**config.mk**
```make
export PLATFORM = sky130hd
export DESIGN_NAME = systolic_skew_feeder
export DESIGN_NICKNAME = d
export VERILOG_FILES = /design/src/rtl/systolic_skew_feeder.sv
export SDC_FILE = /design/constraint.sdc
export NUM_CORES = 1
export LEC_CHECK = 0
export ABC_AREA = 1
export ABC_CLOCK_PERIOD_IN_PS = 2950
export BUFFER_PORTS_ARGS = -buffer_cell sky130_fd_sc_hd__buf_2
export CAP_MARGIN = 20
export CELL_PAD_IN_SITES_DETAIL_PLACEMENT = 0
export CELL_PAD_IN_SITES_GLOBAL_PLACEMENT = 1
export CORE_MARGIN = 1
export CORE_UTILIZATION = 35
export CTS_CLUSTER_DIAMETER = 100
export DETAILED_ROUTE_END_ITERATION = 16
export HOLD_SLACK_MARGIN = 0.12
export PLACE_DENSITY_LB_ADDON = 0.1
export SLEW_MARGIN = 10
export SYNTH_ARGS = -nofsm -noshare
export SYNTH_HDL_FRONTEND = slang
export SYNTH_SLANG_ARGS = --single-unit
```
**constraint.sdc**
```tcl
create_clock -name clk -period 2.95 [get_ports clk]
set_input_delay 0.4425 -clock clk [delete_from_list [all_inputs] [get_ports clk]]
set_output_delay 0.4425 -clock clk [all_outputs]
set_load 0.005 [all_outputs]
```
**src/rtl/systolic_skew_feeder.sv**
```systemverilog
// Input FIFO plus per-row skew delay lines feeding a systolic array.
// Row i is driven i cycles after row 0; frames are drained before the next one starts.
//
// state  | meaning
// IDLE   | no frame in flight; the first pop starts a frame
// STREAM | popping vectors of the current frame
// DRAIN  | last vector popped, pops blocked until it leaves row N-1
module systolic_skew_feeder #(
    parameter int BitSize = 8,
    parameter int N       = 4,
    parameter int Depth   = 4
) (
    input  logic                 clk,
    input  logic                 res_n,
    input  logic                 in_valid,
    output logic                 in_ready,
    input  logic [N*BitSize-1:0] in_data,
    input  logic                 in_last,
    input  logic                 stall,
    output logic [N*BitSize-1:0] out_a,
    output logic [N-1:0]         out_valid,
    output logic                 busy,
    output logic                 done
);

    localparam int AW = $clog2(Depth);
    localparam int W  = N * BitSize;
    localparam logic [AW:0] DEPTH_CNT = (AW+1)'(Depth);

    typedef enum logic [1:0] {
        S_IDLE   = 2'd0,
        S_STREAM = 2'd1,
        S_DRAIN  = 2'd2
    } state_t;

    state_t        state;
    state_t        state_nxt;

    logic [W:0]    mem [Depth];
    logic [AW-1:0] wr_ptr;
    logic [AW-1:0] rd_ptr;
    logic [AW:0]   count;
    logic          push;
    logic          pop;
    logic [W-1:0]  head_data;
    logic          head_last;
    logic [N-1:0]  last_sr;
    logic          tail_last;

    assign in_ready = (count < DEPTH_CNT);
    assign push     = in_valid & in_ready;
    assign pop      = !stall && (count != '0) && (state != S_DRAIN);
    assign {head_last, head_data} = mem[rd_ptr];

    always_ff @(posedge clk) begin
        if (push) begin
            mem[wr_ptr] <= {in_last, in_data};
        end
    end

    always_ff @(posedge clk or negedge res_n) begin
        if (!res_n) begin
            wr_ptr <= '0;
            rd_ptr <= '0;
            count  <= '0;
        end else begin
            if (push) begin
                wr_ptr <= wr_ptr + AW'(1);
            end
            if (pop) begin
                rd_ptr <= rd_ptr + AW'(1);
            end
            case ({push, pop})
                2'b10:   count <= count + (AW+1)'(1);
                2'b01:   count <= count - (AW+1)'(1);
                default: count <= count;
            endcase
        end
    end

    // Each row is a shift register whose top stage is the output register.
    for (genvar i = 0; i < N; i++) begin : g_row
        logic [BitSize-1:0] elem_in;
        assign elem_in = pop ? head_data[i*BitSize +: BitSize] : '0;

        if (i == 0) begin : g_out
            logic [BitSize-1:0] sd;
            logic               sv;

            always_ff @(posedge clk or negedge res_n) begin
                if (!res_n) begin
                    sd <= '0;
                    sv <= 1'b0;
                end else if (!stall) begin
                    sd <= elem_in;
                    sv <= pop;
                end
            end

            assign out_a[i*BitSize +: BitSize] = sd;
            assign out_valid[i]                = sv;
        end else begin : g_chain
            logic [i:0][BitSize-1:0] sd;
            logic [i:0]              sv;

            always_ff @(posedge clk or negedge res_n) begin
                if (!res_n) begin
                    sd <= '0;
                    sv <= '0;
                end else if (!stall) begin
                    sd <= {sd[i-1:0], elem_in};
                    sv <= {sv[i-1:0], pop};
                end
            end

            assign out_a[i*BitSize +: BitSize] = sd[i];
            assign out_valid[i]                = sv[i];
        end
    end

    always_ff @(posedge clk or negedge res_n) begin
        if (!res_n) begin
            last_sr <= '0;
        end else if (!stall) begin
            last_sr <= {last_sr[N-2:0], pop & head_last};
        end
    end

    assign tail_last = last_sr[N-1];

    always_ff @(posedge clk or negedge res_n) begin
        if (!res_n) begin
            state <= S_IDLE;
        end else begin
            state <= state_nxt;
        end
    end

    always_comb begin
        state_nxt = state;
        done      = 1'b0;
        case (state)
            S_IDLE: begin
                if (pop) begin
                    state_nxt = head_last ? S_DRAIN : S_STREAM;
                end
            end
            S_STREAM: begin
                if (pop && head_last) begin
                    state_nxt = S_DRAIN;
                end
            end
            S_DRAIN: begin
                // Gated by stall so a frozen tail cannot repeat the pulse.
                if (!stall && out_valid[N-1] && tail_last) begin
                    done      = 1'b1;
                    state_nxt = S_IDLE;
                end
            end
            default: begin
                state_nxt = S_IDLE;
            end
        endcase
    end

    assign busy = (state != S_IDLE);

endmodule

```
# ---- Word-level counts from Yosys, hierarchy flattened
# Memories as Yosys holds them, arrays and structs flattened.
# Cells that the tools add are included.
dict set report totals {
  ff_bits 103
  latch_bits 0
  ramBits 132
  romBits 0
  input_bits 37
  mem_count 1
}
dict set report classes {
  n_addsub 4
  mul 0
  div_mod_pow 0
  n_lt_le_gt_ge 1
  n_eq_ne 8
  shift 0
  n_mux 14
  n_bitwise 2
  reduce_logical 11
}
# memory words width rd rd_clocked_by_memory_dff wr line_no
set memory_table {}
lappend memory_table {mem 4 33 1 0 1 39} ;# logic [W:0] mem [Depth];
# operator count
set ops {}
lappend ops {{$mux 8} 4}
lappend ops {{$mux 2} 4}
lappend ops {{$ne 2x2->1 const B} 4}
lappend ops {{$pmux 2 s3} 1}
lappend ops {{$pmux 3 s2} 1}
lappend ops {{$logic_and 1x1->1} 5}
lappend ops {{$add 2x1->2 const B} 2}
lappend ops {{$eq 2x1->1 const B} 2}
lappend ops {{$eq 2x2->1 const B} 2}
lappend ops {{$mux 1} 4}
lappend ops {{$reduce_bool 2->1} 2}
lappend ops {{$add 3x1->3 const B} 1}
lappend ops {{$lt 3x3->1 const B} 1}
lappend ops {{$reduce_and 3->1} 1}
lappend ops {{$reduce_bool 3->1} 1}
lappend ops {{$sub 3x1->3 const B} 1}
lappend ops {{$and 1x1->1} 2}
lappend ops {{$logic_not 2->1} 1}
lappend ops {{$logic_not 1->1} 1}

# ---- Depth between registers and ports, before layout
# Gate-level depths: netlist of the first run.
dict set report logic_depth {
  ltp_word 6
  ltp_mapped 12
  mapped_depth_nobuf 10
}

# ---- Worst setup path before layout of the first run
# No wires, ideal clock.
dict set report synth_timing {
  path_kind {register -> register}
  startpoint {reg count[2]}
  endpoint {mem mem[0][0] in the netlist's numbering, enable pin}
  arrival_ns 2.060
  required_time_ns 2.527
  setup_slack_ns 0.467
  path_stages_with_launch 4
  path_buffers 0
  path_cell_list {dfrtp_1 > inv_1 > nand2_1 > nor2_1}
}
dict set report synth_between {
  elab_chain_len 4
}
# element line_no
set synth_lines {}
lappend synth_lines {{start: declaration} 42} ;# logic [AW:0] count;
lappend synth_lines {{start signal: assignment} 74} ;# 2'b10: count <= count + (AW+1)'(1);
lappend synth_lines {{start signal: assignment} 75} ;# 2'b01: count <= count - (AW+1)'(1);
lappend synth_lines {{start signal: assignment} 76} ;# default: count <= count;
lappend synth_lines {{$lt 3x3->1} 50} ;# assign in_ready = (count < DEPTH_CNT);
lappend synth_lines {{net in_ready} 16} ;# output logic in_ready,
lappend synth_lines {{$and 1x1->1} 51} ;# assign push = in_valid & in_ready;
lappend synth_lines {{$mux 1} 56} ;# if (push) begin
lappend synth_lines {{$mux 1 (implied by the code)} 57} ;# mem[wr_ptr] <= {in_last, in_data};
lappend synth_lines {{end: declaration} 39}
# The timed path passes the listed nets, and every way through them passes these cells.

# ---- Final worst setup path of the first run
dict set report layout_timing {
  startpoint {reg rd_ptr[0]}
  endpoint {reg g_row[2].g_chain.sd[0] in the netlist's numbering}
}
dict set report layout_between {
  elab_chain_len 2
}
# element line_no
set layout_lines {}
lappend layout_lines {{start: declaration} 41} ;# logic [AW-1:0] rd_ptr;
lappend layout_lines {{start signal: assignment} 71} ;# rd_ptr <= rd_ptr + AW'(1);
lappend layout_lines {{$mem_v2 4x33} --}
lappend layout_lines {{$mux 8} 84} ;# assign elem_in = pop ? head_data[i*BitSize +: BitSize] : '0;
lappend layout_lines {{end signal: assignment} 111} ;# sd <= {sd[i-1:0], elem_in};
lappend layout_lines {{end: declaration} 103} ;# logic [i:0][BitSize-1:0] sd;
# Every way passes these cells.
# A chain may end at the register's enable or synchronous reset.

==> results.sh, run 1 <==
export IMPL_outcome="completed"
export IMPL_gp_congestion=0.6957
export IMPL_most_common_layout_cells="nand2_1, edfxtp_1, o21ai_0"
export IMPL_die_h_um=161.8
export IMPL_crit_type="flip-flop to flip-flop"
export IMPL_finalSetupViolations=0
export IMPL_synthFlopType="edfxtp_1"
export IMPL_synth_cells=757
export IMPL_setup_ws_ns=0.9237
export IMPL_final_setup_skew_ns=0.007155
export IMPL_core_area_mm2=0.02511
export IMPL_yosysWarnings=0
export IMPL_root_buffer="clkbuf_16"
export IMPL_ant_nets=0
export IMPL_rsz0062_at_grt="false"
export IMPL_synth_nets=800
export IMPL_max_slew_margin_rel=0.4878
export IMPL_cp_start_kind="flip-flop"
export IMPL_p_per_area_mw_per_mm2=1011
export IMPL_nets=858
export IMPL_cp_max_fo=67
export IMPL_holdPathStages=1
export IMPL_areaGrowthSynthToFinish_pct=16.82
export IMPL_vias_per_cell=4.568
export IMPL_start_util=0.3561
export IMPL_cts_buffers=26
export IMPL_fin_crit_ns=2.026
export IMPL_clockBufferDepth=3
export IMPL_critPathRequiredTime_ns=3.39
export IMPL_synth_area_mm2=0.008942
export IMPL_end_kind="flip-flop"
export IMPL_portBuffers=75
export IMPL_report_final_slew_viol_count=0
export IMPL_synth_edff_count=132
export IMPL_grt_pass1_vias=5189
export IMPL_async_flop_share=0.4236
export IMPL_grtUsageTotal=0.1480
export IMPL_crit_arrival_ns=2.47
export IMPL_overflow=0
export IMPL_antenna_cells=0
export IMPL_hold_viol=0
export IMPL_insertion_delay_ns=0.52
export IMPL_htree_levels=1
export IMPL_die_area_mm2=0.02619
export IMPL_peakVddDrop_mv=0.3690
export IMPL_drt_initial_drc_count=363
export IMPL_drc=0
export IMPL_final_common_cell="nand2_1"
export IMPL_row_count=58
export IMPL_vias=5322
export IMPL_firstDrtPassIters=6
export IMPL_hp_class="input port to flip-flop"
export IMPL_setup_tns_final_ns=0
export IMPL_p_leak_uw=0.004271
export IMPL_antenna_found_initial=0
export IMPL_clock_fmax_mhz=493.5
export IMPL_synthDistinctLibCells=22
export IMPL_dieWidth_um=161.8
export IMPL_fin_crit_sh=0.6869
export IMPL_n_fill_cell=2454
export IMPL_r2r_cells=5
export IMPL_ys_seq_area_frac=0.7147
export IMPL_post_place_ws_ns=0.9180
export IMPL_grt_pass1_wl_mm=29.92
export IMPL_ys_ff_latch=229
export IMPL_cts_tree="done"
export IMPL_dpl_hpwl_mm=10.98
export IMPL_syn_avg_cell_area_um2=11.81
export IMPL_clkTransAtPathRegs_ns=0.06
export IMPL_grt_max_degree=89
export IMPL_drive_above_1_share=0.1641
export IMPL_maxCapViolations=0
export IMPL_numClockSinks=229
export IMPL_io_pins=76
export IMPL_wl_per_cell_um=16.12
export IMPL_finalWirelength_mm=18.78
export IMPL_tightest_slew_ns=0.7683
[cell usage after synthesis (all sizes together) (2+ instances only)]
cell type	count	area [um^2]
ha	5	62.56
nor2	74	294.0
a21oi	2	10.01
edfxtp	132	3964
nand2	148	563.0
inv	54	205.2
dfrtp	97	2427
o22ai	33	206.5
xor2	4	35.03
nand3	7	35.03
o21ai	134	670.6
clkbuf	15	56.30
buf	50	384.1
[worst paths after layout]
path | startpoint | endpoint | slack, ns
worst min-delay path | in_data[10] | mem[3][10]$_DFFE_PP_ | 0.14
worst min register to register | last_sr[2]$_DFFE_PN0N_ | last_sr[3]$_DFFE_PN0N_ | 0.47
worst max register to register | rd_ptr[0]$_DFFE_PN0P_ | g_row[2].g_chain.sd[0]$_DFFE_PN0N_ | 0.92
worst max-delay path | rd_ptr[0]$_DFFE_PN0P_ | g_row[2].g_chain.sd[0]$_DFFE_PN0N_ | 0.92
min in group asynchronous | res_n | g_row[0].g_out.sd[5]$_DFFE_PN0N_ | 0.36
max in group asynchronous | res_n | g_row[3].g_chain.sd[20]$_DFFE_PN0N_ | 1.80
[registers in the layout, indices dropped and copies added, names as in the netlist]
| name | flops |
|---|---|
| g_row.g_chain.sv | 4 |
| rd_ptr | 2 |
| count | 3 |
| state | 2 |
| out_a | 24 |
| g_row.g_out.sd | 8 |
| last_sr | 4 |
| mem | 132 |
| wr_ptr | 2 |
| g_row.g_chain.sd | 48 |
[cell type report]
class / count / area [um^2] / share of cell area
sequential: 229 / 6392 / 0.6119
multi-input combinational: 409 / 1916 / 0.1834
clock buffer: 28 / 679.4 / 0.06504
timing repair buffer: 95 / 563.0 / 0.05390
tap: 330 / 412.9 / 0.03953
clock inverter: 20 / 277.8 / 0.02659
inverter: 54 / 205.2 / 0.01964
[metrics by stage]
step                std cells  utilization  hold slack (ns)  power [uW]  cell area [um^2]
CTS                      1164       0.4156           0.1206       10730             10440
global route             1165       0.4160           0.1258       11270             10450
finish                   1165       0.4160           0.1420       10570             10450
detailed placement       1108       0.3743           0.3677        7147              9399
floorplan                 757            -           0.1469        6400              8942
global placement         1108       0.3743           0.3673        7089              9399
[cell families after synthesis]
family                   count (synthesis)  share of synthesized area
AO/OA/AOI/OAI                          169                    0.09920
adder cells (fa/ha/maj)                  6                   0.009235
AND/OR/NAND/NOR                        229                    0.09976
XOR/XNOR                                 5                   0.004897
buffers and inverters                  119                    0.07220
flip-flops                             229                     0.7147
[where the power goes]
group          total [uW]  internal (uW)  leakage (uW)  switching [uW]
registers            4470           4150       0.00244             320
logic                2560            830       0.00136            1730
clock network        3530           2270      0.000466            1260
[per-layer routing]
metal | up-vias | track usage | share of wire
met3 | 27 | 0.02451 | 0.057
met1 | 2525 | 0.2330 | 0.52
li1 | 2652 | - | -
met4 | 0 | 0.04288 | 0.018
met5 | - | 0 | 0
met2 | 118 | 0.2070 | 0.41
[timing repair]
| item | 4_1_cts | 5_1_grt |
|---|---|---|
| setup buffers | 0 | 0 |
| gates resized for setup | 0 | 0 |
| hold endpoints to repair | 46 | 2 |
| hold buffers | 8 | 1 |
[critical path: stages (launching register included)]
cell     delay (ns)
dfrtp_2        0.62
inv_4          0.58
o21ai_0        0.16
o22ai_1        0.39
nand2_1        0.10
o21ai_1        0.09
(Power assumes the default switching activity.)
==> run 2: changes to the inputs <==
--- a/config.mk
+++ b/config.mk
@@ -5,8 +5,8 @@
 export SDC_FILE = /design/constraint.sdc
 export NUM_CORES = 1
 export LEC_CHECK = 0
-export ABC_AREA = 1
-export ABC_CLOCK_PERIOD_IN_PS = 2950
+export ABC_AREA = 0
+export ABC_CLOCK_PERIOD_IN_PS = 1980
 export BUFFER_PORTS_ARGS = -buffer_cell sky130_fd_sc_hd__buf_2
 export CAP_MARGIN = 20
 export CELL_PAD_IN_SITES_DETAIL_PLACEMENT = 0
==> constraint.sdc (replaced) <==
create_clock -name clk -period 1.98 [get_ports clk]
set_input_delay 0.297 -clock clk [delete_from_list [all_inputs] [get_ports clk]]
set_output_delay 0.297 -clock clk [all_outputs]
set_load 0.005 [all_outputs]
==> results.sh, run 2 <==
export IMPL_multi_input_area_mm2=0.001993
export IMPL_grt_max_degree=98
export IMPL_overflow=0
export IMPL_synthAdderAreaFrac=0.009466
export IMPL_cp_start_kind="flip-flop"
export IMPL_fin_crit_sh=0.9149
export IMPL_drive_above_1_share=0.3951
export IMPL_wl_per_cell_um=17.51
export IMPL_vias=4144
export IMPL_synth_top_family_by_area="multiplexers"
export IMPL_core_area_mm2=0.02439
export IMPL_final_common_cell="edfxtp_1"
export IMPL_tightest_slew_ns=0.5475
export IMPL_crit_arrival_ns=2.24
export IMPL_setup_tns_final_ns=0
export IMPL_synth_area_leaders="edfxtp_1, dfrtp_1, mux4_2"
export IMPL_max_slew_margin_rel=0.6350
export IMPL_synth_simple_gate_area_frac=0.01563
export IMPL_crit_slowest_cell="dfrtp_1"
export IMPL_start_util=0.3576
export IMPL_synthDistinctLibCells=31
export IMPL_crit_buf_inv=1
export IMPL_ys_ff_latch=229
export IMPL_final_cell_area_mm2=0.01062
export IMPL_dieWidth_um=159.9
export IMPL_areaGrowthSynthToFinish_pct=21.73
export IMPL_p_leak_uw=0.004182
export IMPL_grt_pass1_vias=4506
export IMPL_hp_class="input port to flip-flop"
export IMPL_end_kind="flip-flop"
export IMPL_io_pins=76
export IMPL_synth_top_area_cell="edfxtp_1"
export IMPL_synth_xor_area_share=0.006024
export IMPL_drc=0
export IMPL_insertion_delay_ns=0.52
export IMPL_fin_util=0.4354
export IMPL_path_cells="nor2b_4 -> nor3_4 -> ha_4 -> inv_1 -> fa_2 -> xor2_1 -> nor2_1 -> xnor2_1"
export IMPL_register_area_mm2=0.006394
export IMPL_synth_area_mm2=0.008723
export IMPL_synth_edff_count=132
export IMPL_outcome="completed"
export IMPL_rsz0062_at_grt="false"
export IMPL_report_final_slew_viol_count=0
export IMPL_most_common_layout_cells="edfxtp_1, dfrtp_1, buf_2"
export IMPL_dpl_hpwl_mm=8.719
export IMPL_clkTransAtPathRegs_ns=0.05
export IMPL_portBuffers=75
export IMPL_finalWirelength_mm=15.60
export IMPL_cp_max_fo=5
export IMPL_clockBufferDepth=3
export IMPL_maxCapViolations=0
export IMPL_row_count=57
export IMPL_synth_mux_area_fraction=0.1578
export IMPL_antenna_cells=0
export IMPL_p_per_area_mw_per_mm2=1424
export IMPL_hold_viol=0
export IMPL_numClockSinks=229
export IMPL_synth_cells=439
export IMPL_die_h_um=159.9
export IMPL_firstDrtPassIters=6
export IMPL_setup_ws_ns=0.1685
export IMPL_peakVddDrop_mv=0.7287
export IMPL_finalSetupViolations=0
export IMPL_htree_levels=1
export IMPL_critical_path_top_delay_family="simple AND/OR/NAND/NOR gates"
export IMPL_ant_nets=0
export IMPL_syn_avg_cell_area_um2=19.87
export IMPL_critPathRequiredTime_ns=2.41
export IMPL_gp_congestion=0.6611
export IMPL_cts_tree="done"
export IMPL_cts_resized=0
export IMPL_final_setup_skew_ns=0.01432
export IMPL_die_area_mm2=0.02556
export IMPL_nets=590
export IMPL_place_area_mm2=0.009475
export IMPL_synth_nets=482
export IMPL_regMostFlops="mem"
export IMPL_ys_seq_area_frac=0.7326
export IMPL_vias_per_cell=4.651
export IMPL_antenna_found_initial=0
export IMPL_yosysWarnings=0
export IMPL_largest_register_ffs=132
export IMPL_cts_buffers=26
export IMPL_grtUsageTotal=0.1285
export IMPL_synth_top_cell_area_share=0.4544
export IMPL_drt_initial_drc_count=141
export IMPL_grt_pass1_wl_mm=25.44
export IMPL_synthTopCellsByCount="edfxtp_1, dfrtp_1, mux2_2, a22o_1, mux4_2"
export IMPL_post_place_ws_ns=0.1686
export IMPL_crit_type="flip-flop to flip-flop"
export IMPL_synthFlopType="edfxtp_1"
export IMPL_clock_fmax_mhz=552.0
export IMPL_critical_path_max_stage_delay_ns=0.42
export IMPL_async_flop_share=0.4236
export IMPL_root_buffer="clkbuf_16"
export IMPL_yosys_cell_count_top_type="edfxtp_1"
export IMPL_fin_crit_ns=1.812
export IMPL_synth_compound_area_share=0.03643
export IMPL_n_fill_cell=2193
==> run 2: cell types whose count changed in the layout (fill, tap and decap cells not counted), moves of 43 or more <==
| cell | previous run | this run |
|---|---|---|
| nand2_1 | 147 | 2 |
| inv_1 | 51 | 8 |
| o21ai_0 | 107 | 1 |
| nor2_1 | 69 | 2 |
| mux2_2 | 0 | 54 |
==> run 2: area by class of cell <==
cell class              count  share of cell area
flip-flops and latches    229              0.6021
clock inverters             7            0.003299
inverters                   8            0.002828
multi-input cells         155              0.1877
repair buffers            127             0.09356
clock buffers              41             0.07235
well taps                 324             0.03818
==> run 2: worst reg2reg max path: stages (launching register included) <==
cell     delay, ns
dfrtp_1       0.42
nor2b_4       0.16
nor3_4        0.22
ha_4          0.16
inv_1         0.05
fa_2          0.33
xor2_1        0.14
nor2_1        0.13
xnor2_1       0.12
==> run 2: path summary, 6_finish.rpt <==
check | start | endpoint | slack, ns | cells past startpoint
worst max register to register | state[1]$_DFFE_PN0P_ | count[2]$_DFFE_PN0P_ | 0.17 | 8
worst max-delay path | state[1]$_DFFE_PN0P_ | count[2]$_DFFE_PN0P_ | 0.17 | 8
min in group asynchronous | res_n | g_row[0].g_out.sd[5]$_DFFE_PN0N_ | 0.41 | 3
max in group asynchronous | res_n | rd_ptr[1]$_DFFE_PN0P_ | 1.17 | 3
worst min-delay path | in_valid | wr_ptr[0]$_DFFE_PN0P_ | 0.34 | 4
worst min register to register | out_a[11]$_DFFE_PN0N_ | out_a[11]$_DFFE_PN0N_ | 0.50 | 1
==> run 2: kinds of logic (layout without fill, tap and decap cells) <==
family / after synthesis / in the layout
flip-flops: 229 / 229
multiplexers: 88 / 88
buffers and inverters: 55 / 183
AO/OA/AOI/OAI: 37 / 37
AND/OR/NAND/NOR: 18 / 18
adder cells (fa/ha/maj): 6 / 6
XOR/XNOR: 6 / 6
==> run 2: per-stage QoR <==
stage	instances	hold slack, ns	power (uW)
after floorplan	439	0.001409	9808
after global placement	809	0.4125	10830
after detailed placement	809	0.4198	10910
after CTS	891	0.3318	15470
after global routing	891	0.3468	16040
final	891	0.3443	15120
==> run 2: power breakdown <==
part | internal (uW) | total [uW] | switching, uW
Sequential | 6370 | 7050 | 683
Combinational | 2140 | 3660 | 1520
Clock | 2640 | 4410 | 1760
Total | 11200 | 15100 | 3960
==> run 2: what timing repair did <==
item / in CTS / in global routing
hold endpoints to repair: 229 / 0
hold buffers: 34 / 0
buffers inserted: 0 / 0
==> run 2: layer usage <==
layer / wire length, um / GRT usage
met5: 0 / 0
met4: 407 / 0.04156
met3: 693 / 0.02416
met1: 7068 / 0.1711
met2: 7431 / 0.2126
